--- src/rtl/asd_src_router.sv ---
// MCU-controlled audio source router: oversampled SPI command slave, sticky
// status flags driving INT, and a mute-guarded source switch for the DAC path.
module asd_src_router #(
   parameter int         NUM_SOURCES = 3,
   parameter int         SRC_W       = 2,
   parameter logic [7:0] MAGIC       = 8'had,
   parameter int         MUTE_CYCLES = 4096,
   parameter int         RESET_SRC   = 0
) (
   input  logic                   MCU_OSC,
   input  logic                   RST,
   input  logic                   SCLK,
   input  logic                   nSS,
   input  logic                   MOSI,
   output logic                   MISO,
   output logic                   INT,
   input  logic [NUM_SOURCES-1:0] SPDIF_IN,
   input  logic [NUM_SOURCES-1:0] SCKI,
   input  logic [NUM_SOURCES-1:0] LRCKI,
   input  logic [NUM_SOURCES-1:0] BCKI,
   input  logic [NUM_SOURCES-1:0] DIN,
   input  logic                   EMPH,
   input  logic                   ERROR,
   input  logic                   nOVFL,
   output logic                   SPDIF,
   output logic                   SCKO,
   output logic                   LRCKO,
   output logic                   BCKO,
   output logic                   DOUT,
   output logic                   MUTE,
   output logic [SRC_W-1:0]       SRC
);

   localparam int CNT_W = $clog2(MUTE_CYCLES + 1);
   // Idle levels for {SCLK,nSS,MOSI,EMPH,ERROR,nOVFL} so reset release makes no edges.
   localparam logic [5:0] SYNC_IDLE = 6'b010001;

   typedef enum logic {PH_CMD, PH_DATA} phase_t;
   typedef enum logic [1:0] {CMD_MAGIC, CMD_SET, CMD_GET, CMD_STAT} cmd_t;
   typedef enum logic [1:0] {S_IDLE, S_PRE, S_SWITCH, S_POST} state_t;

   logic [5:0] sync1_q, sync2_q, sync3_q;
   logic       sclk_rise, sclk_fall, nss_s, mosi_s;
   logic       emph_ev, err_ev, ovfl_ev;

   always_ff @(posedge MCU_OSC or posedge RST) begin
      if (RST) begin
         sync1_q <= SYNC_IDLE;
         sync2_q <= SYNC_IDLE;
         sync3_q <= SYNC_IDLE;
      end else begin
         sync1_q <= {SCLK, nSS, MOSI, EMPH, ERROR, nOVFL};
         sync2_q <= sync1_q;
         sync3_q <= sync2_q;
      end
   end

   assign sclk_rise = sync2_q[5] & ~sync3_q[5];
   assign sclk_fall = ~sync2_q[5] & sync3_q[5];
   assign nss_s     = sync2_q[4];
   assign mosi_s    = sync2_q[3];
   assign emph_ev   = sync2_q[2] ^ sync3_q[2];
   assign err_ev    = sync2_q[1] & ~sync3_q[1];
   assign ovfl_ev   = ~sync2_q[0] & sync3_q[0];

   logic [2:0]       bit_cnt_q, bit_cnt_d;
   phase_t           phase_q, phase_d;
   cmd_t             cmd_q, cmd_d;
   logic [6:0]       rx_q, rx_d;
   logic [7:0]       tx_q, tx_d;
   logic             miso_q, miso_d;
   logic [SRC_W-1:0] pending_q, pending_d;
   logic [3:0]       flags_q, flags_d;   // {bad_cmd, ovfl, err, emph_chg}
   logic             int_q, int_d;
   logic [7:0]       rx_byte;
   logic             bad_ev, clr;

   always_comb begin
      bit_cnt_d = bit_cnt_q;
      phase_d   = phase_q;
      cmd_d     = cmd_q;
      rx_d      = rx_q;
      tx_d      = tx_q;
      miso_d    = miso_q;
      pending_d = pending_q;
      bad_ev    = 1'b0;
      clr       = 1'b0;
      rx_byte   = {rx_q, mosi_s};
      if (nss_s) begin
         bit_cnt_d = '0;
         phase_d   = PH_CMD;
         rx_d      = '0;
         tx_d      = '0;
         miso_d    = 1'b0;
      end else if (sclk_rise) begin
         rx_d      = rx_byte[6:0];
         bit_cnt_d = bit_cnt_q + 3'd1;
         if (bit_cnt_q == 3'd7) begin
            tx_d = '0;
            if (phase_q == PH_CMD) begin
               phase_d = PH_DATA;
               case (rx_byte)
                  8'h01: begin cmd_d = CMD_MAGIC; tx_d = MAGIC; end
                  8'h02: cmd_d = CMD_SET;
                  8'h03: begin cmd_d = CMD_GET; tx_d = 8'(pending_q); end
                  8'h04: begin cmd_d = CMD_STAT; tx_d = {4'b0, flags_q}; end
                  default: begin phase_d = PH_CMD; bad_ev = 1'b1; end
               endcase
            end else begin
               phase_d = PH_CMD;
               if (cmd_q == CMD_SET) begin
                  if (rx_byte < 8'(NUM_SOURCES)) pending_d = rx_byte[SRC_W-1:0];
                  else                          bad_ev    = 1'b1;
               end
               if (cmd_q == CMD_STAT) clr = 1'b1;
            end
         end
      end else if (sclk_fall) begin
         miso_d = tx_q[7];
         tx_d   = {tx_q[6:0], 1'b0};
      end
      // A flag event in the clear cycle survives the clear.
      flags_d = (flags_q & {4{~clr}}) | {bad_ev, ovfl_ev, err_ev, emph_ev};
      int_d   = |flags_d;
   end

   always_ff @(posedge MCU_OSC or posedge RST) begin
      if (RST) begin
         bit_cnt_q <= '0;
         phase_q   <= PH_CMD;
         cmd_q     <= CMD_MAGIC;
         rx_q      <= '0;
         tx_q      <= '0;
         miso_q    <= 1'b0;
         pending_q <= SRC_W'(RESET_SRC);
         flags_q   <= '0;
         int_q     <= 1'b0;
      end else begin
         bit_cnt_q <= bit_cnt_d;
         phase_q   <= phase_d;
         cmd_q     <= cmd_d;
         rx_q      <= rx_d;
         tx_q      <= tx_d;
         miso_q    <= miso_d;
         pending_q <= pending_d;
         flags_q   <= flags_d;
         int_q     <= int_d;
      end
   end

   state_t           state_q;
   logic [CNT_W-1:0] cnt_q;
   logic             mute_q;
   logic [SRC_W-1:0] src_q;

   // Mute sequence: PRE holds MUTE for MUTE_CYCLES, SWITCH commits, POST holds again.
   always_ff @(posedge MCU_OSC or posedge RST) begin
      if (RST) begin
         state_q <= S_IDLE;
         cnt_q   <= '0;
         mute_q  <= 1'b0;
         src_q   <= SRC_W'(RESET_SRC);
      end else begin
         case (state_q)
            S_IDLE: if (pending_q != src_q) begin
               mute_q  <= 1'b1;
               cnt_q   <= CNT_W'(MUTE_CYCLES - 1);
               state_q <= S_PRE;
            end
            S_PRE: begin
               if (cnt_q == '0) state_q <= S_SWITCH;
               else             cnt_q   <= cnt_q - CNT_W'(1);
            end
            S_SWITCH: begin
               src_q   <= pending_q;
               cnt_q   <= CNT_W'(MUTE_CYCLES - 1);
               state_q <= S_POST;
            end
            S_POST: begin
               if (cnt_q == '0) begin
                  mute_q  <= 1'b0;
                  state_q <= S_IDLE;
               end else begin
                  cnt_q <= cnt_q - CNT_W'(1);
               end
            end
            default: state_q <= S_IDLE;
         endcase
      end
   end

   assign MISO  = miso_q;
   assign INT   = int_q;
   assign MUTE  = mute_q;
   assign SRC   = src_q;
   assign SPDIF = SPDIF_IN[src_q];
   assign SCKO  = SCKI[src_q];
   assign LRCKO = LRCKI[src_q];
   assign BCKO  = BCKI[src_q];
   assign DOUT  = DIN[src_q];

endmodule

--- config.mk ---
export PLATFORM = sky130hd
export DESIGN_NAME = asd_src_router
export DESIGN_NICKNAME = d
export VERILOG_FILES = /design/src/rtl/asd_src_router.sv
export SDC_FILE = /design/constraint.sdc
export NUM_CORES = 1
export LEC_CHECK = 0
export BUFFER_PORTS_ARGS = -buffer_cell sky130_fd_sc_hd__clkbuf_2
export CORE_ASPECT_RATIO = 0.5
export CORE_UTILIZATION = 49
export DETAILED_ROUTE_END_ITERATION = 10
export PLACE_DENSITY_LB_ADDON = 0.1
export SLEW_MARGIN = 20
export SYNTH_ARGS = -nofsm -noshare
export SYNTH_HDL_FRONTEND = slang
export SYNTH_SLANG_ARGS = --single-unit
--- constraint.sdc ---
create_clock -name MCU_OSC -period 5.85 [get_ports MCU_OSC]
set_input_delay 1.17 -clock MCU_OSC [delete_from_list [all_inputs] [get_ports MCU_OSC]]
set_output_delay 1.17 -clock MCU_OSC [all_outputs]
set_load 0.01 [all_outputs]
=== After elaboration in Yosys (flattened, before gate mapping) ===
Cells that the tools add are included.

* Output and inout bits: 10
* Flip-flop bits (word level): 65
* Bits of input ports: 23
* Logic and storage cells: 121

* Equality and inequality tests: 17
* Bitwise gates (word level): 14
* $add $sub $neg: 2
* Reduce and logical (&&, ||, !) cells: 19
* Multiplexer cells: 51
* Magnitude comparators: 2

{| class="wikitable"
|+ Operators with widths
! operator !! number
|-
| two-way mux 8 bit || 5
|-
| case mux 13 bit (3 select lines) || 1
|-
| two-way mux 1 bit || 27
|-
| two-way mux 13 bit || 2
|-
| case mux 8 bit (3 select lines) || 1
|-
| == test 8 x 2 -> 1 bit (second input constant) || 2
|-
| case mux 2 bit (4 select lines) || 2
|-
| two-way mux 7 bit || 2
|-
| zero test 13 bit || 1
|-
| subtractor 13 x 1 -> 13 bit (second input constant) || 1
|-
| binary-select mux 1 bit (select 2 bit) || 5
|-
| != test 2 bit (second input constant) || 5
|-
| == test 8 x 1 -> 1 bit (second input constant) || 1
|-
| == test 8 x 3 -> 1 bit (second input constant) || 1
|-
| < comparator 8 x 2 -> 1 bit (second input constant) || 1
|-
| AND reduction 2 bit || 4
|-
| nonzero test 2 bit || 4
|-
| OR reduction 4 bit || 2
|-
| inverter 1 bit || 7
|-
| == test 2 bit (second input constant) || 3
|-
| two-way mux 2 bit || 3
|-
| two-way mux 3 bit || 2
|-
| AND reduction 3 bit || 2
|-
| AND reduction 6 bit || 1
|-
| 16 further kinds || 20
|}

=== Longest topological paths before layout ===
* Depth after elaboration: 10
* Depth in mapped cells: 7
* Depth with buffers taken out: 7

=== Worst setup path before layout ===
Ideal clock, no wire load.

* Kind: input to output
* From: input BCKI[2]
* To: output BCKO
* Setup slack: 3184 ps
* Path buffers: 0
* Stages: 2
* Arrival time: 1496 ps
* Data required time: 4680 ps
* Path through: mux2i_1 -> o21ai_0

* Word-level cells in the longest chain between the ends: 2

{| class="wikitable"
|+ RTL lines
! what !! RTL line !! source
|-
| start, declared || 20 || <nowiki>input logic [NUM_SOURCES-1:0] BCKI,</nowiki>
|-
| binary-select mux 1 bit (select 2 bit) || 199 || <nowiki>assign BCKO = BCKI[src_q];</nowiki>
|-
| two-way mux 1 bit (implied by the code) || 199 ||
|-
| end, declared || 28 || <nowiki>output logic BCKO,</nowiki>
|}

No other way between the ends. The select of a mux whose other input is x is not followed.

=== Worst setup path in the final report ===
* From: input SPDIF_IN[2]
* To: output SPDIF

* Word-level cells in the longest chain between the ends: 2

{| class="wikitable"
|+ RTL lines
! what !! RTL line !! source
|-
| start, declared || 17 || <nowiki>input logic [NUM_SOURCES-1:0] SPDIF_IN,</nowiki>
|-
| binary-select mux 1 bit (select 2 bit) || 196 || <nowiki>assign SPDIF = SPDIF_IN[src_q];</nowiki>
|-
| two-way mux 1 bit (implied by the code) || 196 ||
|-
| end, declared || 25 || <nowiki>output logic SPDIF,</nowiki>
|}

No other way between the ends. The select of a mux whose other input is x is not followed.

==> flow_summary.toml <==
[synth]
async_reset_ff_frac = 1.00
yosys_warnings = 0
synth.largest_area_cell = "dfrtp_1"
ys_types = 46
synth_top_area_frac = 0.494
synth_top_family_by_area = "simple AND/OR/NAND/NOR gates"
avgSynthCellArea_sq_um = 10.2
synth_flop_cell = "dfrtp_1"
syn_nets = 318
yosys_register_bits = 63
synthXorXnorAreaFrac = 0.0269
synth-compound-area-share = 0.125
synth_adder_area_share = 0.0341
synth_mux_area_frac = 0.0473
synth_edf_count = 0
synth-simple-area-share = 0.205
synthCells = 287
yosysSeqAreaShare = 0.539
synthTopCellsByArea = "dfrtp_1, nand2_1, dfstp_2"
synth_area_sq_um = 2940

[finish]
syn_to_final_growth_pct = 19.4
fin_area_sq_um = 3500
fin_nets = 354
drive_gt1_frac = 0.220
antennaDiodeCount = 0

[die]
die_area_sq_um = 6320
ios = 33
die_h_microns = 56.7
fp-row-count = 19
core_area_sq_um = 5630
die_x_microns = 111
initial_core_util = 0.521

[placed_design]
io_buffer_count = 32
place_area_sq_um = 3170
hpwl_microns = 3810
place_congestion = 0.897

[drt]
vias = 2173
antenna_left = 0
drc = 2
drt-total-wl_microns = 5620
post_drt_wl_per_cell_microns = 14.0
firstDrtPassIters = 7
drt_iter0_markers = 108
vias_per_cell = 5.42

[clock_tree]
clock_path_buffers = 2
htree_num_levels = 3
post_cts_buffers = 0
clk_pin_slew_worst_paths_ps = 50
cts.sinks = 63
insertion_delay_ps = 330
cts_root_buffer = "clkbuf_16"
cts_hold_buf = 0
cts_tree = "done"
cts-resized-gates = 0
cts_buffers = 9

[sta]
setup_viol_count_final = 0
drv_slew = 0
timing.slew.headroom = 0.481
fmax_mhz = 353
finClkSkew_ps = 5.60
worst_pin_slew_ps = 779
fin_crit_sh = 0.484
fin_crit_ps = 2830
tns_ps = 0
grt_setup_unrepaired = "false"
final_hold_viol_count = 0

[status]
status = "complete, but fails checks"
violations = "design-rule violations"

[global_routing]
grt_util_met2 = 0.329
overflow = 0
grt_first_pass_wirelength_microns = 9720
use_met3 = 0.0821
track_usage = 0.203
grt_pass1_vias = 2173
grt_use_met1 = 0.242
antenna_found_initial = 0
grt_max_degree = 64
grt_busiest_layer = "met2"

[worst_setup_path]
crit_fanout = 1
criticalPathCategory = "in2out"
critPathCaptureType = "output pin"
crit_arrival_ps = 1660
cp.required_ps = 4680
start_kind = "primary input"

[power_and_ir_drop]
fin_total_pwr_uw = 1080
powerDensity_nw_per_um2 = 308
ir_drop_mv = 0.330
p_leak_uw = 0.00164

[min_path]
hp-class = "reg2reg"

[flow_run]
cap_violations = 0
[power by group]
group / total, uW / internal (uW) / leakage, uW / switching (uW)
clock: 588 / 407 / 0.000166 / 181
combinational: 39.1 / 14.9 / 0.000660 / 24.2
sequential: 453 / 446 / 0.000814 / 7.24
[registers in the layout, summed over array words and instances, names as in the netlist, 2 cells and up]
name	cells
sync1_q	6
cnt_q	13
sync3_q	4
sync2_q	6
state_q	2
cmd_q	2
bit_cnt_q	3
pending_q	2
rx_q	7
flags_q	4
SRC	2
tx_q	8
[worst paths after layout]
path | from | end | slack (ps) | cells after the start
min in group asynchronous | RST | cnt_q[8] | 1040 | 3
worst max register to register | cnt_q[0] | cnt_q[10] | 3650 | 7
worst min-delay path | sync1_q[1] | sync2_q[1] | 350 | 0
worst max-delay path | SPDIF_IN[2] | SPDIF | 3020 | 4
worst min register to register | sync1_q[1] | sync2_q[1] | 350 | 0
max in group asynchronous | RST | sync1_q[5] | 4300 | 3
[area by class of cell]
class / count / area [sq um]
Multi-Input combinational cell: 207 / 1290
Inverter: 8 / 30.0
Timing Repair Buffer: 34 / 175
Tap cell: 73 / 91.3
Clock buffer: 13 / 270
Sequential cell: 63 / 1580
Clock inverter: 3 / 65.1
Fill cell: 437 / 2130
[logic make-up after synthesis]
group,Yosys count
and+or+nand+nor,116
AOI/OAI and AO/OA,61
muxes,13
buffers and inverters,17
DFF,63
xor gates and xnor gates,9
adders and majority gates,8
[critical path, cell delays in order]
cell and delay, ps:
clkbuf_2 80, mux2i_1 50, o21ai_0 190, clkbuf_2 170
[cell usage after synthesis (all sizes together), types with 3 or more instances]
library cell and instances:
a211oi 4, a21oi 18, a31oi 3, and3 3, clkbuf 8, dfrtp 58, dfstp 5, ha 8
inv 8, mux2 7, mux2i 6, nand2 45, nand2b 4, nand3 6, nor2 18, nor2b 5
nor3 8, nor4 3, o21a 4, o21ai 24, or3 6, or4 3, xnor2 6, xor2 3
[cells in the final DEF (no fill, tap or decap), types with 3 or more instances in the layout]
cell / netlist / routed
nand2_1: 45 / 45
nor2_1: 18 / 18
nand3_1: 6 / 6
o21ai_0: 24 / 24
clkbuf_8: 0 / 3
or3_1: 4 / 4
o21a_1: 4 / 4
dfstp_2: 5 / 5
xnor2_1: 6 / 6
mux2_2: 7 / 7
dfrtp_1: 58 / 58
inv_1: 8 / 7
nand2b_1: 4 / 4
clkbuf_2: 0 / 32
a31oi_1: 3 / 3
a21oi_1: 18 / 18
nor3_1: 8 / 8
xor2_1: 3 / 3
a211oi_1: 4 / 4
nor4_1: 3 / 3
and3_1: 3 / 3
mux2i_1: 6 / 6
ha_1: 8 / 8
nor2b_1: 5 / 4
clkbuf_16: 0 / 9
[metrics by stage]
step	cells	hold WS [ps]	utilization	setup WS (ps)
after CTS	401	350	0.622	3020
after global routing	401	353	0.622	2930
final	401	348	0.622	3020
after global placement	385	334	0.562	3060
after detailed placement	385	338	0.562	3030
after floorplan	287	331	-	3120
[routing by layer]
layer  share of wire  vias to the layer above
met5               0                        -
met4           0.017                        0
met3           0.044                        9
met2            0.46                       38
met1            0.48                     1042
li1                -                     1084
No activity file was read; power rests on OpenSTA's default activity.
